<file path="src/rtl/auth_key_blk_if.sv">
// Signal bundle between the authentication block and its environment:
// UART line and rider sensing in, power/status indications out.
interface auth_key_blk_if;
  logic RX;
  logic rider_off;
  logic pwr_up;
  logic auth_fail;
  logic locked;

  modport master (
    output RX,
    output rider_off,
    input  pwr_up,
    input  auth_fail,
    input  locked
  );

  modport slave (
    input  RX,
    input  rider_off,
    output pwr_up,
    output auth_fail,
    output locked
  );
endinterface

</file>
<file path="src/rtl/auth_key_blk.sv">
// auth_key_blk: GO + multi-byte passcode authentication for the power path,
// with rider_off hold-off, inter-byte timeout and lockout after repeated
// failures. UART_rx (8N1, BAUD_DIV clk cycles per bit) is bundled here so
// the block is self-contained; BAUD_DIV is passed straight through to it.

module UART_rx #(
  parameter int BAUD_DIV = 2604
) (
  input  logic       clk,
  input  logic       rst_n,
  input  logic       RX,
  input  logic       clr_rdy,
  output logic [7:0] rx_data,
  output logic       rdy
);
  localparam int BW = (BAUD_DIV > 1) ? $clog2(BAUD_DIV) : 1;
  localparam logic [BW-1:0] FULL_M1 = BW'(BAUD_DIV - 1);
  localparam logic [BW-1:0] HALF_M1 = BW'(BAUD_DIV / 2 - 1);

  typedef enum logic [1:0] {RX_IDLE, RX_START, RX_DATA, RX_STOP} rx_state_t;

  rx_state_t      st_q, st_d;
  logic           rx_meta_q, rx_sync_q;
  logic [BW-1:0]  baud_q, baud_d;
  logic [2:0]     bcnt_q, bcnt_d;
  logic [7:0]     shift_q, shift_d;
  logic           rdy_q, rdy_d;

  // Synchroniser and receiver state registers
  always_ff @(posedge clk or negedge rst_n) begin
    if (!rst_n) begin
      rx_meta_q <= 1'b1;
      rx_sync_q <= 1'b1;
      st_q      <= RX_IDLE;
      baud_q    <= '0;
      bcnt_q    <= '0;
      shift_q   <= '0;
      rdy_q     <= 1'b0;
    end else begin
      rx_meta_q <= RX;
      rx_sync_q <= rx_meta_q;
      st_q      <= st_d;
      baud_q    <= baud_d;
      bcnt_q    <= bcnt_d;
      shift_q   <= shift_d;
      rdy_q     <= rdy_d;
    end
  end

  // Frame sequencing: verify start at half bit, then sample each bit mid-cell
  always_comb begin
    st_d    = st_q;
    baud_d  = baud_q;
    bcnt_d  = bcnt_q;
    shift_d = shift_q;
    rdy_d   = rdy_q & ~clr_rdy;
    case (st_q)
      RX_IDLE: begin
        baud_d = '0;
        if (!rx_sync_q) st_d = RX_START;
      end
      RX_START: begin
        if (baud_q == HALF_M1) begin
          baud_d = '0;
          bcnt_d = '0;
          st_d   = rx_sync_q ? RX_IDLE : RX_DATA;
        end else begin
          baud_d = baud_q + BW'(1);
        end
      end
      RX_DATA: begin
        if (baud_q == FULL_M1) begin
          baud_d  = '0;
          shift_d = {rx_sync_q, shift_q[7:1]};
          bcnt_d  = bcnt_q + 3'd1;
          if (bcnt_q == 3'd7) st_d = RX_STOP;
        end else begin
          baud_d = baud_q + BW'(1);
        end
      end
      RX_STOP: begin
        if (baud_q == FULL_M1) begin
          baud_d = '0;
          rdy_d  = 1'b1;
          st_d   = RX_IDLE;
        end else begin
          baud_d = baud_q + BW'(1);
        end
      end
      default: st_d = RX_IDLE;
    endcase
  end

  assign rx_data = shift_q;
  assign rdy     = rdy_q;
endmodule

module auth_key_blk #(
  parameter logic [7:0]  GO_BYTE   = 8'h67,
  parameter logic [7:0]  STOP_BYTE = 8'h73,
  parameter int          KEY_LEN   = 2,
  parameter logic [63:0] KEY       = 64'h0,
  parameter logic [23:0] KEY_TMO   = 24'd5_000_000,
  parameter logic [19:0] OFF_DLY   = 20'd500_000,
  parameter int          MAX_FAIL  = 3,
  parameter logic [27:0] LOCK_CYC  = 28'd250_000_000,
  parameter int          BAUD_DIV  = 2604
) (
  input logic          clk,
  input logic          rst_n,
  auth_key_blk_if.slave bus
);
  localparam int IDX_W  = (KEY_LEN > 0) ? $clog2(KEY_LEN + 1) : 1;
  localparam int TMO_W  = (KEY_TMO > 24'd1) ? $clog2(KEY_TMO) : 1;
  localparam int OFF_W  = (OFF_DLY > 20'd1) ? $clog2(OFF_DLY) : 1;
  localparam int LOCK_W = (LOCK_CYC > 28'd1) ? $clog2(LOCK_CYC) : 1;
  localparam int FAIL_W = $clog2(MAX_FAIL + 1);

  localparam logic [IDX_W-1:0]  IDX_LAST  = IDX_W'(KEY_LEN - 1);
  localparam logic [TMO_W-1:0]  TMO_LAST  = TMO_W'(KEY_TMO - 24'd1);
  localparam logic [OFF_W-1:0]  OFF_LAST  = OFF_W'(OFF_DLY - 20'd1);
  localparam logic [LOCK_W-1:0] LOCK_LAST = LOCK_W'(LOCK_CYC - 28'd1);
  localparam logic [FAIL_W-1:0] FAIL_LIM  = FAIL_W'(MAX_FAIL);
  // Passcode left-justified so byte i always sits at bits [63-8i -: 8]
  localparam logic [63:0]       KEY_SH    = KEY << (8 * (8 - KEY_LEN));

  typedef enum logic [2:0] {S_OFF, S_KEY, S_PWR1, S_PWR2, S_LOCK} state_t;

  state_t            state_q, state_d;
  logic [IDX_W-1:0]  idx_q, idx_d;
  logic              mis_q, mis_d;
  logic [TMO_W-1:0]  tmo_q, tmo_d;
  logic [OFF_W-1:0]  off_q, off_d;
  logic [LOCK_W-1:0] lock_q, lock_d;
  logic [FAIL_W-1:0] fail_q, fail_d;
  logic              af_q, af_d;

  logic [7:0]        rx_data;
  logic              rdy;
  logic              clr_rdy;
  logic [2:0]        idx3;
  logic [7:0]        exp_byte;
  logic              mis_now;
  logic              do_fail;
  logic [FAIL_W-1:0] fail_inc;

  UART_rx #(.BAUD_DIV(BAUD_DIV)) u_rx (
    .clk     (clk),
    .rst_n   (rst_n),
    .RX      (bus.RX),
    .clr_rdy (clr_rdy),
    .rx_data (rx_data),
    .rdy     (rdy)
  );

  // Every byte is consumed in the cycle it is first presented, in any state
  assign clr_rdy  = rdy;
  assign idx3     = 3'(idx_q);
  assign exp_byte = KEY_SH[{~idx3, 3'b000} +: 8];
  assign mis_now  = mis_q | (rx_data != exp_byte);
  assign fail_inc = (fail_q == FAIL_LIM) ? fail_q : fail_q + FAIL_W'(1);

  // Control state, counters and registered fail pulse
  always_ff @(posedge clk or negedge rst_n) begin
    if (!rst_n) begin
      state_q <= S_OFF;
      idx_q   <= '0;
      mis_q   <= 1'b0;
      tmo_q   <= '0;
      off_q   <= '0;
      lock_q  <= '0;
      fail_q  <= '0;
      af_q    <= 1'b0;
    end else begin
      state_q <= state_d;
      idx_q   <= idx_d;
      mis_q   <= mis_d;
      tmo_q   <= tmo_d;
      off_q   <= off_d;
      lock_q  <= lock_d;
      fail_q  <= fail_d;
      af_q    <= af_d;
    end
  end

  // Next-state logic; a failure from KEY is resolved after the case so both
  // mismatch and timeout share one fail path
  always_comb begin
    state_d = state_q;
    idx_d   = idx_q;
    mis_d   = mis_q;
    tmo_d   = tmo_q;
    off_d   = '0;
    lock_d  = '0;
    fail_d  = fail_q;
    af_d    = 1'b0;
    do_fail = 1'b0;
    case (state_q)
      S_OFF: begin
        if (rdy && (rx_data == GO_BYTE)) begin
          idx_d = '0;
          mis_d = 1'b0;
          tmo_d = '0;
          if (KEY_LEN == 0) begin
            state_d = S_PWR1;
            fail_d  = '0;
          end else begin
            state_d = S_KEY;
          end
        end
      end
      S_KEY: begin
        if (rdy) begin
          mis_d = mis_now;
          idx_d = idx_q + IDX_W'(1);
          tmo_d = '0;
          if (idx_q == IDX_LAST) begin
            if (!mis_now) begin
              state_d = S_PWR1;
              fail_d  = '0;
            end else begin
              do_fail = 1'b1;
            end
          end
        end else if (tmo_q == TMO_LAST) begin
          do_fail = 1'b1;
        end else begin
          tmo_d = tmo_q + TMO_W'(1);
        end
      end
      S_PWR1: begin
        if (rdy && (rx_data == STOP_BYTE))
          state_d = bus.rider_off ? S_OFF : S_PWR2;
      end
      S_PWR2: begin
        if (rdy && (rx_data == GO_BYTE)) begin
          state_d = S_PWR1;
        end else if (bus.rider_off) begin
          if (off_q == OFF_LAST) state_d = S_OFF;
          else                   off_d   = off_q + OFF_W'(1);
        end
      end
      S_LOCK: begin
        if (lock_q == LOCK_LAST) begin
          state_d = S_OFF;
          fail_d  = '0;
        end else begin
          lock_d = lock_q + LOCK_W'(1);
        end
      end
      default: state_d = S_OFF;
    endcase

    if (do_fail) begin
      af_d    = 1'b1;
      fail_d  = fail_inc;
      state_d = (fail_inc == FAIL_LIM) ? S_LOCK : S_OFF;
    end
  end

  assign bus.pwr_up    = (state_q == S_PWR1) || (state_q == S_PWR2);
  assign bus.locked    = (state_q == S_LOCK);
  assign bus.auth_fail = af_q;
endmodule
</file>
<file path="src/flat_wrapper.sv">
// flat-port wrapper written by rule: the top's interface ports become plain ports
module auth_key_blk_flat 
#(
  parameter logic [7:0]  GO_BYTE   = 8'h67,
  parameter logic [7:0]  STOP_BYTE = 8'h73,
  parameter int          KEY_LEN   = 2,
  parameter logic [63:0] KEY       = 64'h0,
  parameter logic [23:0] KEY_TMO   = 24'd5_000_000,
  parameter logic [19:0] OFF_DLY   = 20'd500_000,
  parameter int          MAX_FAIL  = 3,
  parameter logic [27:0] LOCK_CYC  = 28'd250_000_000,
  parameter int          BAUD_DIV  = 2604
)
  (clk, rst_n, bus_RX, bus_rider_off, bus_pwr_up, bus_auth_fail, bus_locked);
  auth_key_blk_if bus_i ();
  input logic clk;
  input logic rst_n;
  input wire logic [$bits(bus_i.RX)-1:0] bus_RX;
  input wire logic [$bits(bus_i.rider_off)-1:0] bus_rider_off;
  output wire logic [$bits(bus_i.pwr_up)-1:0] bus_pwr_up;
  output wire logic [$bits(bus_i.auth_fail)-1:0] bus_auth_fail;
  output wire logic [$bits(bus_i.locked)-1:0] bus_locked;
  assign bus_i.RX = bus_RX;
  assign bus_i.rider_off = bus_rider_off;
  assign bus_pwr_up = bus_i.pwr_up;
  assign bus_auth_fail = bus_i.auth_fail;
  assign bus_locked = bus_i.locked;
  auth_key_blk #(.GO_BYTE(GO_BYTE), .STOP_BYTE(STOP_BYTE), .KEY_LEN(KEY_LEN), .KEY(KEY), .KEY_TMO(KEY_TMO), .OFF_DLY(OFF_DLY), .MAX_FAIL(MAX_FAIL), .LOCK_CYC(LOCK_CYC), .BAUD_DIV(BAUD_DIV)) u_core (.clk(clk), .rst_n(rst_n), .bus(bus_i));
endmodule
</file>
<file path="config.mk">
export PLATFORM = sky130hd
export DESIGN_NAME = auth_key_blk_flat
export DESIGN_NICKNAME = d
export VERILOG_FILES = /design/src/rtl/auth_key_blk_if.sv /design/src/rtl/auth_key_blk.sv /design/src/flat_wrapper.sv
export SDC_FILE = /design/constraint.sdc
export NUM_CORES = 1
export LEC_CHECK = 0
export BUFFER_PORTS_ARGS = -buffer_cell sky130_fd_sc_hd__buf_2
export CAP_MARGIN = 20
export CORE_ASPECT_RATIO = 0.8
export CORE_MARGIN = 4
export CORE_UTILIZATION = 35
export CTS_CLUSTER_DIAMETER = 100
export CTS_CLUSTER_SIZE = 14
export DETAILED_ROUTE_END_ITERATION = 8
export SLEW_MARGIN = 20
export SYNTH_ARGS = -nofsm -noshare
export SYNTH_HDL_FRONTEND = slang
export SYNTH_SLANG_ARGS = --single-unit
</file>
<file path="constraint.sdc">
create_clock -name clk -period 5.56 [get_ports clk]
set_clock_uncertainty 0.15 [all_clocks]
set_input_delay 0.278 -clock clk [delete_from_list [all_inputs] [get_ports clk]]
set_output_delay 0.278 -clock clk [all_outputs]
set_load 0.1 [all_outputs]
</file>
==> results of run 1 <==
-- power by group --
group | internal, mW | switching (mW) | leakage (nW) | total, mW
clock | 0.318 | 0.279 | 0.132 | 0.597
combinational | 0.00243 | 0.0154 | 0.832 | 0.0178
sequential | 0.779 | 0.000379 | 1.47 | 0.780
total | 1.10 | 0.295 | 2.43 | 1.39
-- layout by cell type, fill, tap and decap left out, drive strengths merged, types with 4 or more instances in the layout --
cell type	instances
a211oi	12
a21oi	14
a31oi	4
and2	4
and3	14
buf	9
clkbuf	11
dfrtp	105
ha	8
inv	24
mux2	10
nand2	38
nand3	30
nand4	28
nor2	99
nor2b	4
nor3	11
nor4	9
o21ai	18
xnor2	40
xor2	29
-- worst max-delay path: cells and delay by family (launching register included) --
family,cells,cell delay (ns)
multiplexers,1,0.27
AO/OA/AOI/OAI,2,1.01
buffers and inverters,1,0.17
flip-flops,1,0.42
AND/OR/NAND/NOR,2,0.93
-- sequential cells by signal, indices dropped and copies added (netlist names), named ones only --
name	flops
u_core.u_rx.st_q	1
u_core.u_rx.rdy	1
u_core.off_q	19
u_core.u_rx.rx_meta_q	1
u_core.u_rx.baud_q	12
u_core.lock_q	28
u_core.bus.auth_fail	1
u_core.tmo_q	23
u_core.u_rx.rx_data	8
u_core.u_rx.bcnt_q	3
u_core.mis_q	1
u_core.u_rx.rx_sync_q	1
u_core.idx_q	2
u_core.state_q	3
u_core.fail_q	2
-- synth_stat cells, drive strengths merged, types with 3 or more instances --
| cell | instances |
|---|---|
| dfrtp | 105 |
| nor2 | 99 |
| xnor2 | 40 |
| nand2 | 38 |
| nand3 | 30 |
| xor2 | 29 |
| nand4 | 28 |
| inv | 23 |
| o21ai | 18 |
| a21oi | 14 |
| and3 | 14 |
| a211oi | 12 |
| clkbuf | 11 |
| nor3 | 11 |
| mux2 | 10 |
| nor4 | 9 |
| buf | 8 |
| ha | 8 |
| a31oi | 4 |
| and2 | 4 |
| nor2b | 4 |
| a21o | 3 |
| and3b | 3 |
| and4 | 3 |
| nor4bb | 3 |
-- per-stage QoR --
| stage | total power, mW | hold WS [ns] | instance area (um^2) | util (%) |
|---|---|---|---|---|
| CTS | 1.42 | 0.0933 | 5980 | 39.6 |
| detailed placement | 0.813 | 0.197 | 5680 | 37.6 |
| global route | 1.46 | 0.111 | 5990 | 39.6 |
| floorplan | 0.795 | -0.168 | 5440 | - |
| finish | 1.39 | 0.0987 | 5990 | 39.6 |
| global placement | 0.813 | 0.197 | 5680 | 37.6 |
-- metal layers --
layer / track usage, % / share of wire [%] / vias up
met3: 2.91 / 2.8 / 10
met2: 19.9 / 45 / 45
met1: 17.4 / 51 / 1918
met4: 4.07 / 1.2 / 0
met5: 0 / 0 / -
li1: - / - / 1971
-- kinds of logic after synthesis --
kind of cell / after synthesis / share of synthesized area, %
xor+xnor: 69 / 11.1
compound gates: 66 / 8.25
buf+inv: 42 / 3.24
fa+ha+maj: 8 / 1.84
mux: 12 / 2.44
flops: 107 / 49.3
simple gates: 259 / 23.9
-- worst max-delay path by stage --
stage,from,endpoint,slack (ns),cells past startpoint
floorplan,u_core.state_q[1],u_core.state_q[0],2.41,7
global placement,u_core.lock_q[19],u_core.fail_q[0],2.62,6
detailed placement,u_core.tmo_q[10],u_core.state_q[0],2.52,6
CTS,u_core.tmo_q[10],u_core.state_q[0],2.49,6
global route,u_core.tmo_q[10],u_core.state_q[0],2.33,6
finish,u_core.tmo_q[10],u_core.state_q[0],2.49,6
-- what timing repair did --
| item | 4_1_cts | 5_1_grt |
|---|---|---|
| endpoints found under the hold margin | 61 | 0 |
| setup buffers | 0 | 0 |
| hold buffers | 2 | 0 |
-- cell type report --
type | count | area, um^2
Tap cell | 210 | 263
Multi-Input combinational cell | 414 | 2610
Timing Repair Buffer | 11 | 75.1
Clock buffer | 11 | 243
Inverter | 23 | 86.3
Fill cell | 1518 | 9130
Clock inverter | 5 | 37.5
Sequential cell | 107 | 2680
==> impl_metrics.prom, run 1 <==
# TYPE chip_impl_metric gauge
chip_impl_metric{name="netlist_instances",unit=""} 563
chip_impl_metric{name="detail_route.first_pass.iterations",unit=""} 4
chip_impl_metric{name="setup_viol",unit=""} 0
chip_impl_metric{name="final_critical_path_setup_slack",unit="ns"} 2.49
chip_impl_metric{name="die_area",unit="mm^2"} 0.0176
chip_impl_metric{name="pin_count",unit=""} 7
chip_impl_metric{name="critPathArrivalTime",unit="ns"} 3.15
chip_impl_info{name="startpoint_type",value="flop"} 1
chip_impl_metric{name="layout.nets",unit=""} 578
chip_impl_metric{name="cts_sink_cnt",unit=""} 107
chip_impl_metric{name="grt_pass1_vias",unit=""} 3976
chip_impl_metric{name="via_count",unit=""} 3944
chip_impl_metric{name="antenna_found_initial",unit=""} 0
chip_impl_info{name="chain_of_cells_forming_the_critical_path",value="nor4_1 -> or3b_2 -> o21ai_2 -> inv_1 -> a21o_1 -> mux2_2"} 1
chip_impl_info{name="yosys_top_cell_by_area",value="dfrtp_1"} 1
chip_impl_metric{name="grt_max_degree",unit=""} 64
chip_impl_metric{name="place_hpwl",unit="mm"} 7.22
chip_impl_metric{name="final-instance-count-excl-fill",unit=""} 781
chip_impl_metric{name="grt_pass1_wl",unit="mm"} 18.6
chip_impl_info{name="reg2reg_from",value="u_core.tmo_q[10]"} 1
chip_impl_info{name="grt_setup_unrepaired",value="false"} 1
chip_impl_info{name="synth_flop_cell",value="dfrtp_1"} 1
chip_impl_info{name="setup.worst_path.class",value="reg -> reg"} 1
chip_impl_metric{name="synth-edff-count",unit=""} 0
chip_impl_metric{name="post_synth_num_cell_types",unit=""} 55
chip_impl_info{name="min_from",value="bus_rider_off"} 1
chip_impl_metric{name="reg2regPathDepth",unit=""} 6
chip_impl_info{name="tritoncts",value="built"} 1
chip_impl_metric{name="rrSetupSlack",unit="ns"} 2.49
chip_impl_metric{name="std_cell_core_area",unit="mm^2"} 0.0151
chip_impl_metric{name="static-leakage-power",unit="nW"} 2.43
chip_impl_metric{name="initial_utilization",unit="%"} 36.0
chip_impl_metric{name="global_route.usage.total",unit="%"} 12.6
chip_impl_metric{name="globalRouteOverflowTotal",unit=""} 0
chip_impl_metric{name="wirelength",unit="mm"} 10.4
chip_impl_metric{name="cts_inserted_buffers",unit=""} 9
chip_impl_info{name="nature_of_the_critical_path_endpoint",value="flop"} 1
chip_impl_metric{name="report.final.hold_viol_count",unit=""} 0
chip_impl_metric{name="path_clk_slew",unit="ns"} 0.07
chip_impl_metric{name="worst-endpoint-required",unit="ns"} 5.63
chip_impl_metric{name="antenna_left",unit=""} 0
chip_impl_info{name="clockRootBuffer",value="clkbuf_16"} 1
chip_impl_metric{name="cpPeakStageDelay",unit="ns"} 0.76
chip_impl_metric{name="drcViolationCount",unit=""} 0
chip_impl_metric{name="ys_ff_latch",unit=""} 107
chip_impl_metric{name="cts_buffer_depth",unit=""} 2
chip_impl_info{name="run_status",value="complete, no violations"} 1
chip_impl_metric{name="ctsResizeCount",unit=""} 0
chip_impl_metric{name="numPortBuffers",unit=""} 6
chip_impl_metric{name="ys_seq_area_share",unit="%"} 49.3
chip_impl_metric{name="power_density",unit="mW/mm^2"} 233
chip_impl_metric{name="die_height",unit="um"} 120
chip_impl_info{name="slowest_stage",value="o21ai_2"} 1
chip_impl_metric{name="setup_total_negative_slack",unit="ns"} 0
chip_impl_metric{name="wl_per_cell",unit="um"} 13.4
chip_impl_metric{name="antenna_diode_count",unit=""} 0
chip_impl_metric{name="htreeDepth",unit=""} 3
chip_impl_metric{name="postSynthNetCount",unit=""} 575
chip_impl_metric{name="max_transition_viols_final",unit=""} 0
chip_impl_metric{name="tightest_slew",unit="ns"} 1.03
chip_impl_metric{name="rows",unit=""} 40
chip_impl_metric{name="achievable-frequency",unit="MHz"} 325
chip_impl_metric{name="syn_avg_cell_area",unit="um^2"} 9.67
chip_impl_metric{name="floorplan.die.width",unit="um"} 147
chip_impl_metric{name="max-slew-margin-rel",unit="%"} 30.4
chip_impl_metric{name="synthToLayoutAreaGrowth",unit="%"} 10.1
chip_impl_metric{name="pre_cts_ws",unit="ns"} 2.52
chip_impl_metric{name="per_cell_via_count_in_the_routed_design",unit=""} 5.05
chip_impl_metric{name="drt_iter0_drc",unit=""} 265
chip_impl_metric{name="synthesis.yosys.warnings",unit=""} 0
chip_impl_info{name="worst_r2r_endpoint",value="u_core.state_q[0]"} 1
chip_impl_metric{name="max-cap-violations",unit=""} 0
chip_impl_metric{name="synthDominantCellAreaShare",unit="%"} 48.3
chip_impl_info{name="hp-class",value="in -> reg"} 1
chip_impl_metric{name="place.gp.congestion",unit=""} 0.804
chip_impl_metric{name="ir_worst_vdd",unit="uV"} 142
chip_impl_metric{name="dpl.cell_count",unit=""} 763
chip_impl_info{name="holdPathEnd",value="u_core.off_q[4]"} 1
chip_impl_metric{name="final_layout_size_suffix_gt1_share",unit="%"} 8.41
chip_impl_metric{name="min_delay_path_depth",unit=""} 3
chip_impl_metric{name="final.period_utilization",unit="%"} 55.3
chip_impl_metric{name="worst-path-max-fanout",unit=""} 22
chip_impl_metric{name="synthArstFlopShare",unit="%"} 100
chip_impl_metric{name="mappedNetlistArea",unit="mm^2"} 0.00544
chip_impl_metric{name="min_period",unit="ns"} 3.07
chip_impl_info{name="yosys-top-cells-area",value="dfrtp_1, nor2_1, xnor2_1"} 1
chip_impl_metric{name="worstSkewPairLatency",unit="ns"} 0.34
Note: power is estimated with default switching activity, not from simulation.
==> inputs of run 2 (changes only) <==
--- a/config.mk
+++ b/config.mk
@@ -5,6 +5,7 @@
 export SDC_FILE = /design/constraint.sdc
 export NUM_CORES = 1
 export LEC_CHECK = 0
+export ABC_AREA = 1
 export BUFFER_PORTS_ARGS = -buffer_cell sky130_fd_sc_hd__buf_2
 export CAP_MARGIN = 20
 export CORE_ASPECT_RATIO = 0.8
==> constraint.sdc (replaced) <==
create_clock -name clk -period 2.72 [get_ports clk]
set_clock_uncertainty 0.15 [all_clocks]
set_input_delay 0.136 -clock clk [delete_from_list [all_inputs] [get_ports clk]]
set_output_delay 0.136 -clock clk [all_outputs]
set_load 0.1 [all_outputs]
==> impl_metrics.prom, run 2 <==
# TYPE chip_impl_metric gauge
chip_impl_metric{name="power.combinational.fraction",unit="%"} 1.4
chip_impl_info{name="chain_of_cells_forming_the_critical_path",value="inv_1 -> nand3_2 -> nor2_4 -> nand4_2 -> nand2_2 -> inv_2 -> nand2_1 -> nand2_1 -> nand2_1 -> nor2_1"} 1
chip_impl_metric{name="final_critical_path_setup_slack",unit="ns"} 0.378
chip_impl_metric{name="pin_count",unit=""} 7
chip_impl_metric{name="worstSkewPairLatency",unit="ns"} 0.36
chip_impl_metric{name="die_height",unit="um"} 126
chip_impl_metric{name="syn_avg_cell_area",unit="um^2"} 7.55
chip_impl_metric{name="cpPeakStageDelay",unit="ns"} 0.44
chip_impl_metric{name="max-cap-violations",unit=""} 0
chip_impl_metric{name="final_layout_size_suffix_gt1_share",unit="%"} 7.40
chip_impl_metric{name="p_sw_share",unit="%"} 22.0
chip_impl_metric{name="synthToLayoutAreaGrowth",unit="%"} 10.3
chip_impl_info{name="clockRootBuffer",value="clkbuf_16"} 1
chip_impl_metric{name="power_frac_clock",unit="%"} 45.1
chip_impl_metric{name="max_transition_viols_final",unit=""} 0
chip_impl_metric{name="power_switching",unit="mW"} 0.657
chip_impl_info{name="yosys_top_cell_by_area",value="dfrtp_1"} 1
chip_impl_metric{name="ctsResizeCount",unit=""} 0
chip_impl_metric{name="final_area",unit="mm^2"} 0.00668
chip_impl_info{name="most_frequent_cells_in_the_layout",value="nand2_1, nor2_1, inv_1"} 1
chip_impl_metric{name="ys_seq_area_share",unit="%"} 44.3
chip_impl_info{name="largest_reg_by_ff_count",value="u_core.lock_q"} 1
chip_impl_info{name="hp-class",value="in -> reg"} 1
chip_impl_metric{name="drcViolationCount",unit=""} 0
chip_impl_metric{name="wl_per_cell",unit="um"} 12.9
chip_impl_metric{name="die_area",unit="mm^2"} 0.0195
chip_impl_metric{name="rows",unit=""} 42
chip_impl_metric{name="numPortBuffers",unit=""} 6
chip_impl_metric{name="setup_viol",unit=""} 0
chip_impl_metric{name="wirelength",unit="mm"} 13.5
chip_impl_metric{name="cts_sink_cnt",unit=""} 107
chip_impl_metric{name="antenna_found_initial",unit=""} 0
chip_impl_info{name="setup.worst_path.class",value="reg -> reg"} 1
chip_impl_metric{name="route.met3.wl",unit="um"} 661
chip_impl_metric{name="antenna_diode_count",unit=""} 0
chip_impl_metric{name="floorplan.die.width",unit="um"} 155
chip_impl_metric{name="detail_route.first_pass.iterations",unit=""} 5
chip_impl_metric{name="postSynthNetCount",unit=""} 814
chip_impl_metric{name="grt_pass1_vias",unit=""} 4807
chip_impl_info{name="uppermost_signal_routing_layer_after_detailed_routing",value="met4"} 1
chip_impl_metric{name="pre_cts_ws",unit="ns"} 0.399
chip_impl_metric{name="synth-edff-count",unit=""} 0
chip_impl_metric{name="ys_ff_latch",unit=""} 107
chip_impl_metric{name="largest_register_ffs",unit=""} 28
chip_impl_metric{name="place_hpwl",unit="mm"} 9.96
chip_impl_info{name="largestRegisters",value="u_core.lock_q x28, u_core.tmo_q x23, u_core.off_q x19"} 1
chip_impl_info{name="crit_top_cell",value="nand2_1"} 1
chip_impl_metric{name="grt_pass1_wl",unit="mm"} 23.5
chip_impl_metric{name="achievable-frequency",unit="MHz"} 427
chip_impl_metric{name="setup_total_negative_slack",unit="ns"} 0
chip_impl_metric{name="cts_buffer_depth",unit=""} 2
chip_impl_metric{name="p_total",unit="mW"} 2.98
chip_impl_metric{name="place.gp.congestion",unit=""} 0.915
chip_impl_info{name="startpoint_type",value="flop"} 1
chip_impl_metric{name="synthArstFlopShare",unit="%"} 100
chip_impl_metric{name="critPathArrivalTime",unit="ns"} 2.44
chip_impl_metric{name="postCtsSetupBuffers",unit=""} 0
chip_impl_metric{name="layout.nets",unit=""} 831
chip_impl_metric{name="power_density",unit="mW/mm^2"} 446
chip_impl_info{name="yosys.cell_count.top_type",value="nand2_1"} 1
chip_impl_metric{name="wl_met1",unit="mm"} 7.26
chip_impl_metric{name="final_core_util",unit="%"} 39.8
chip_impl_metric{name="worst-endpoint-required",unit="ns"} 2.82
chip_impl_metric{name="path_clk_slew",unit="ns"} 0.08
chip_impl_info{name="mostFrequentLayoutCell",value="nand2_1"} 1
chip_impl_info{name="yosys-top-cells-area",value="dfrtp_1, nand2_1, nor2_1"} 1
chip_impl_metric{name="synthesis.yosys.warnings",unit=""} 0
chip_impl_metric{name="final.period_utilization",unit="%"} 86.1
chip_impl_info{name="nature_of_the_critical_path_endpoint",value="flop"} 1
chip_impl_metric{name="layout.filler_cells",unit=""} 1682
chip_impl_metric{name="postPlaceCellArea",unit="mm^2"} 0.00635
chip_impl_metric{name="tightest_slew",unit="ns"} 0.717
chip_impl_metric{name="grt_max_degree",unit=""} 39
chip_impl_metric{name="drt_iter0_drc",unit=""} 390
chip_impl_metric{name="netlist_instances",unit=""} 802
chip_impl_metric{name="ir_worst_vdd",unit="uV"} 266
chip_impl_metric{name="globalRouteOverflowTotal",unit=""} 0
chip_impl_metric{name="power.sequential.fraction",unit="%"} 53.5
chip_impl_metric{name="dpl.cell_count",unit=""} 1026
chip_impl_metric{name="via_count",unit=""} 5148
chip_impl_metric{name="mappedNetlistArea",unit="mm^2"} 0.00606
chip_impl_metric{name="cts_inserted_buffers",unit=""} 9
chip_impl_metric{name="synthDominantCellAreaShare",unit="%"} 43.4
chip_impl_metric{name="initial_utilization",unit="%"} 36.1
chip_impl_metric{name="power_report.internal_total",unit="mW"} 2.32
chip_impl_metric{name="final-instance-count-excl-fill",unit=""} 1044
chip_impl_info{name="grt_setup_unrepaired",value="false"} 1
chip_impl_metric{name="antenna_left",unit=""} 0
chip_impl_metric{name="met2_wire_len",unit="mm"} 5.35
chip_impl_metric{name="min_period",unit="ns"} 2.34
chip_impl_metric{name="report.final.hold_viol_count",unit=""} 0
chip_impl_metric{name="max-slew-margin-rel",unit="%"} 51.7
chip_impl_metric{name="static-leakage-power",unit="nW"} 2.93
chip_impl_metric{name="post_synth_num_cell_types",unit=""} 45
chip_impl_metric{name="worst-path-max-fanout",unit=""} 21
chip_impl_info{name="slowest_stage",value="dfrtp_1"} 1
chip_impl_metric{name="per_cell_via_count_in_the_routed_design",unit=""} 4.93
chip_impl_metric{name="htreeDepth",unit=""} 3
chip_impl_info{name="tritoncts",value="built"} 1
chip_impl_info{name="run_status",value="complete, no violations"} 1
chip_impl_info{name="synth.top_cells.by_count",value="nand2_1, nor2_1, inv_1, dfrtp_1, nand3_1"} 1
chip_impl_info{name="synth_flop_cell",value="dfrtp_1"} 1
chip_impl_metric{name="std_cell_core_area",unit="mm^2"} 0.0168
chip_impl_metric{name="worst_hold_slack",unit="ns"} 0.0721
chip_impl_metric{name="global_route.usage.total",unit="%"} 14.5
-- run 2: cell count changes after synthesis, moves of 6 or more --
cell and change:
xnor2_1 -35, a211oi_1 -8, nor3b_1 +8, nor3_1 +29
and3_1 -13, nand2_1 +129, inv_1 +91, nand3_1 +17
clkbuf_1 -9, mux2_2 -6, nor2_1 +25, xor2_1 -14
nand4_1 +7, o21ai_0 +26
-- run 2: cell type report --
cell class	count	area (um^2)	area share [%]
clock inverter	7	77.6	1.16
clock buffer	9	225	3.37
timing repair buffer	16	125	1.87
sequential	107	2680	40.1
multi-input combinational	566	2850	42.6
inverter	119	447	6.69
tap	220	275	4.12
-- run 2: timing repair --
item                                   in CTS  in global routing
endpoints found under the hold margin      36                  0
hold buffers                                2                  0
setup endpoints to repair                   0                  0
-- run 2: path summary, 6_finish.rpt --
| kind | start | end | slack [ns] | cells past startpoint |
|---|---|---|---|---|
| setup reg to reg | u_core.state_q[1] | u_core.tmo_q[18] | 0.38 | 10 |
| hold reg to reg | u_core.u_rx.rx_meta_q | u_core.u_rx.rx_sync_q | 0.21 | 0 |
| setup / recovery | u_core.state_q[1] | u_core.tmo_q[18] | 0.38 | 10 |
| max in group asynchronous | rst_n | u_core.lock_q[20] | 1.58 | 3 |
| min in group asynchronous | rst_n | u_core.off_q[5] | 0.15 | 2 |
| hold / removal | bus_rider_off | u_core.state_q[0] | 0.07 | 6 |
-- run 2: cell families after synthesis --
group / after synthesis / share of synthesized area, %
flops: 107 / 44.3
xor+xnor: 20 / 2.89
mux: 4 / 0.744
simple gates: 453 / 34.2
buf+inv: 129 / 8.72
fa+ha+maj: 8 / 1.65
compound gates: 81 / 7.50
-- run 2: power groups by stage --
stage	Sequential [mW]	Combinational [mW]	Clock, mW
floorplan	1.62	0.000793	0
global placement	1.62	0.0442	0
detailed placement	1.62	0.0439	0
CTS	1.59	0.0463	1.40
global route	1.59	0.0514	1.46
finish	1.59	0.0430	1.34
-- run 2: critical path, delay by kind of cell (launching register included) --
| kind | cells | cell delay, ns |
|---|---|---|
| and+or+nand+nor | 8 | 1.25 |
| buffers and inverters | 2 | 0.39 |
| DFF | 1 | 0.44 |
-- run 2: metal layers --
metal / track usage, % / vias up
met5: 0 / -
met4: 4.10 / 0
met3: 3.22 / 15
met2: 19.6 / 108
met1: 23.0 / 2375
li1: - / 2650
==> inputs of run 3 (changes only) <==
--- a/config.mk
+++ b/config.mk
@@ -14,6 +14,7 @@
 export CTS_CLUSTER_DIAMETER = 100
 export CTS_CLUSTER_SIZE = 14
 export DETAILED_ROUTE_END_ITERATION = 8
+export PLACE_DENSITY = 0.62
 export SLEW_MARGIN = 20
 export SYNTH_ARGS = -nofsm -noshare
 export SYNTH_HDL_FRONTEND = slang
==> impl_metrics.prom, run 3 (synthesis gave the netlist of run 2 again) <==
# TYPE chip_impl_metric gauge
chip_impl_info{name="tritoncts",value="built"} 1
chip_impl_metric{name="worstSkewPairLatency",unit="ns"} 0.36
chip_impl_info{name="largestRegisters",value="u_core.lock_q x28, u_core.tmo_q x23, u_core.off_q x19"} 1
chip_impl_metric{name="detail_route.first_pass.iterations",unit=""} 5
chip_impl_metric{name="setup_total_negative_slack",unit="ns"} 0
chip_impl_metric{name="final_core_util",unit="%"} 40.0
chip_impl_metric{name="power_frac_clock",unit="%"} 46.0
chip_impl_metric{name="die_height",unit="um"} 126
chip_impl_metric{name="antenna_left",unit=""} 0
chip_impl_metric{name="final.period_utilization",unit="%"} 83.0
chip_impl_info{name="min_from",value="bus_rider_off"} 1
chip_impl_metric{name="power_density",unit="mW/mm^2"} 452
chip_impl_metric{name="rows",unit=""} 42
chip_impl_metric{name="cts_buffer_depth",unit=""} 2
chip_impl_metric{name="initial_utilization",unit="%"} 36.1
chip_impl_metric{name="power.sequential.fraction",unit="%"} 52.6
chip_impl_metric{name="via_count",unit=""} 5146
chip_impl_metric{name="grt_pass1_wl",unit="mm"} 23.1
chip_impl_metric{name="wirelength",unit="mm"} 13.1
chip_impl_metric{name="antenna_diode_count",unit=""} 0
chip_impl_metric{name="critPathArrivalTime",unit="ns"} 2.34
chip_impl_info{name="nature_of_the_critical_path_endpoint",value="flop"} 1
chip_impl_metric{name="path_clk_slew",unit="ns"} 0.08
chip_impl_metric{name="pin_count",unit=""} 7
chip_impl_metric{name="grt_pass1_vias",unit=""} 4848
chip_impl_metric{name="numPortBuffers",unit=""} 6
chip_impl_metric{name="worst-endpoint-required",unit="ns"} 2.80
chip_impl_metric{name="std_cell_core_area",unit="mm^2"} 0.0168
chip_impl_metric{name="per_cell_via_count_in_the_routed_design",unit=""} 4.92
chip_impl_metric{name="global_route.usage.total",unit="%"} 14.2
chip_impl_metric{name="max-cap-violations",unit=""} 0
chip_impl_metric{name="static-leakage-power",unit="nW"} 2.95
chip_impl_metric{name="p_sw_share",unit="%"} 22.1
chip_impl_info{name="grt_setup_unrepaired",value="false"} 1
chip_impl_metric{name="synthToLayoutAreaGrowth",unit="%"} 10.7
chip_impl_metric{name="worst-path-max-fanout",unit=""} 20
chip_impl_metric{name="rrSetupSlack",unit="ns"} 0.46
chip_impl_info{name="largest_reg_by_ff_count",value="u_core.lock_q"} 1
chip_impl_metric{name="max_transition_viols_final",unit=""} 0
chip_impl_metric{name="min_period",unit="ns"} 2.26
chip_impl_metric{name="layout.nets",unit=""} 832
chip_impl_metric{name="ir_worst_vdd",unit="uV"} 269
chip_impl_metric{name="report.final.hold_viol_count",unit=""} 0
chip_impl_metric{name="antenna_found_initial",unit=""} 0
chip_impl_info{name="startpoint_type",value="flop"} 1
chip_impl_info{name="run_status",value="complete, no violations"} 1
chip_impl_metric{name="reg2regPathDepth",unit=""} 11
chip_impl_info{name="most_frequent_cells_in_the_layout",value="nand2_1, nor2_1, inv_1"} 1
chip_impl_metric{name="floorplan.die.width",unit="um"} 155
chip_impl_metric{name="drcViolationCount",unit=""} 0
chip_impl_metric{name="power_switching",unit="mW"} 0.668
chip_impl_metric{name="setup_viol",unit=""} 0
chip_impl_info{name="critical_path.startpoint",value="u_core.state_q[1]"} 1
chip_impl_metric{name="wl_per_cell",unit="um"} 12.6
chip_impl_info{name="worst_r2r_endpoint",value="u_core.tmo_q[18]"} 1
chip_impl_metric{name="postCtsSetupBuffers",unit=""} 0
chip_impl_info{name="hp-class",value="in -> reg"} 1
chip_impl_metric{name="cts_sink_cnt",unit=""} 107
chip_impl_metric{name="place_hpwl",unit="mm"} 9.81
chip_impl_metric{name="achievable-frequency",unit="MHz"} 443
chip_impl_metric{name="drt_iter0_drc",unit=""} 330
chip_impl_metric{name="final_layout_size_suffix_gt1_share",unit="%"} 7.52
chip_impl_metric{name="place.gp.congestion",unit=""} 0.890
chip_impl_info{name="mostFrequentLayoutCell",value="nand2_1"} 1
chip_impl_info{name="critPathCapture",value="u_core.tmo_q[18]"} 1
chip_impl_metric{name="globalRouteOverflowTotal",unit=""} 0
chip_impl_metric{name="tightest_slew",unit="ns"} 0.697
chip_impl_metric{name="die_area",unit="mm^2"} 0.0195
chip_impl_metric{name="htreeDepth",unit=""} 3
chip_impl_metric{name="power.combinational.fraction",unit="%"} 1.4
chip_impl_metric{name="max-slew-margin-rel",unit="%"} 53.5
chip_impl_metric{name="largest_register_ffs",unit=""} 28
chip_impl_metric{name="grt_max_degree",unit=""} 54
chip_impl_metric{name="power_report.internal_total",unit="mW"} 2.36
chip_impl_metric{name="cts_inserted_buffers",unit=""} 9
chip_impl_info{name="clockRootBuffer",value="clkbuf_16"} 1
chip_impl_info{name="reg2reg_from",value="u_core.state_q[1]"} 1
chip_impl_info{name="setup.worst_path.class",value="reg -> reg"} 1
run 3: area by class of cell:
class,instances,area (um^2)
clock inverters,6,81.3
clock buffers,10,239
multi-input cells,566,2850
well taps,220,275
fillers,1720,10100
repair buffers,17,133
inverters,119,447
flip-flops and latches,107,2680
run 3: routing by layer:
| metal | share of wire (%) | GRT usage (%) | routed length, um |
|---|---|---|---|
| met5 | 0 | 0 | 0 |
| met4 | 1.4 | 4.26 | 186 |
| met3 | 4.9 | 3.50 | 647 |
| met2 | 41 | 20.5 | 5320 |
| met1 | 53 | 21.1 | 6970 |
run 3: what timing repair did:
item / CTS / global route
hold buffers: 2 / 0
endpoints found under the hold margin: 51 / 0
gates resized for setup: 0 / 0
run 3: how the worst min path moves through the flow:
stage          cells after the start                    end
2_1_floorplan                      0              async pin
3_3_place_gp                       1       u_core.tmo_q[10]
3_5_place_dp                       1  u_core.u_rx.rx_meta_q
4_1_cts                            6      u_core.state_q[0]
5_1_grt                            6      u_core.state_q[0]
6_report                           6      u_core.state_q[0]
run 3: through the flow:
step	power, mW	setup WS (ns)	instance area (um^2)	hold WS, ns	cells
final	3.03	0.461	6700	0.0388	1045
after global routing	3.16	0.240	6700	0.0861	1045
after CTS	3.09	0.470	6700	0.0327	1045
after detailed placement	1.67	0.482	6360	0.0925	1027
after global placement	1.67	0.550	6360	0.0887	1027
after floorplan	1.63	0.425	6060	-0.310	802
run 3: power by group through the flow:
stage | Sequential, mW | Clock (mW) | Combinational (mW)
2_1_floorplan | 1.62 | 0 | 0.000793
3_3_place_gp | 1.62 | 0 | 0.0431
3_5_place_dp | 1.62 | 0 | 0.0438
4_1_cts | 1.59 | 1.45 | 0.0458
5_1_grt | 1.59 | 1.52 | 0.0508
6_report | 1.59 | 1.39 | 0.0418
run 3: critical path, cell delays in order (launching register included):
cell and delay [ns]:
dfrtp_1 0.43, inv_1 0.17, nand3_2 0.24, nor2_4 0.23, nand4_2 0.17, nand2_2 0.13, buf_4 0.23, inv_2 0.16
nand2_1 0.08, nand2_1 0.04, nand2_1 0.05, nor2_1 0.04
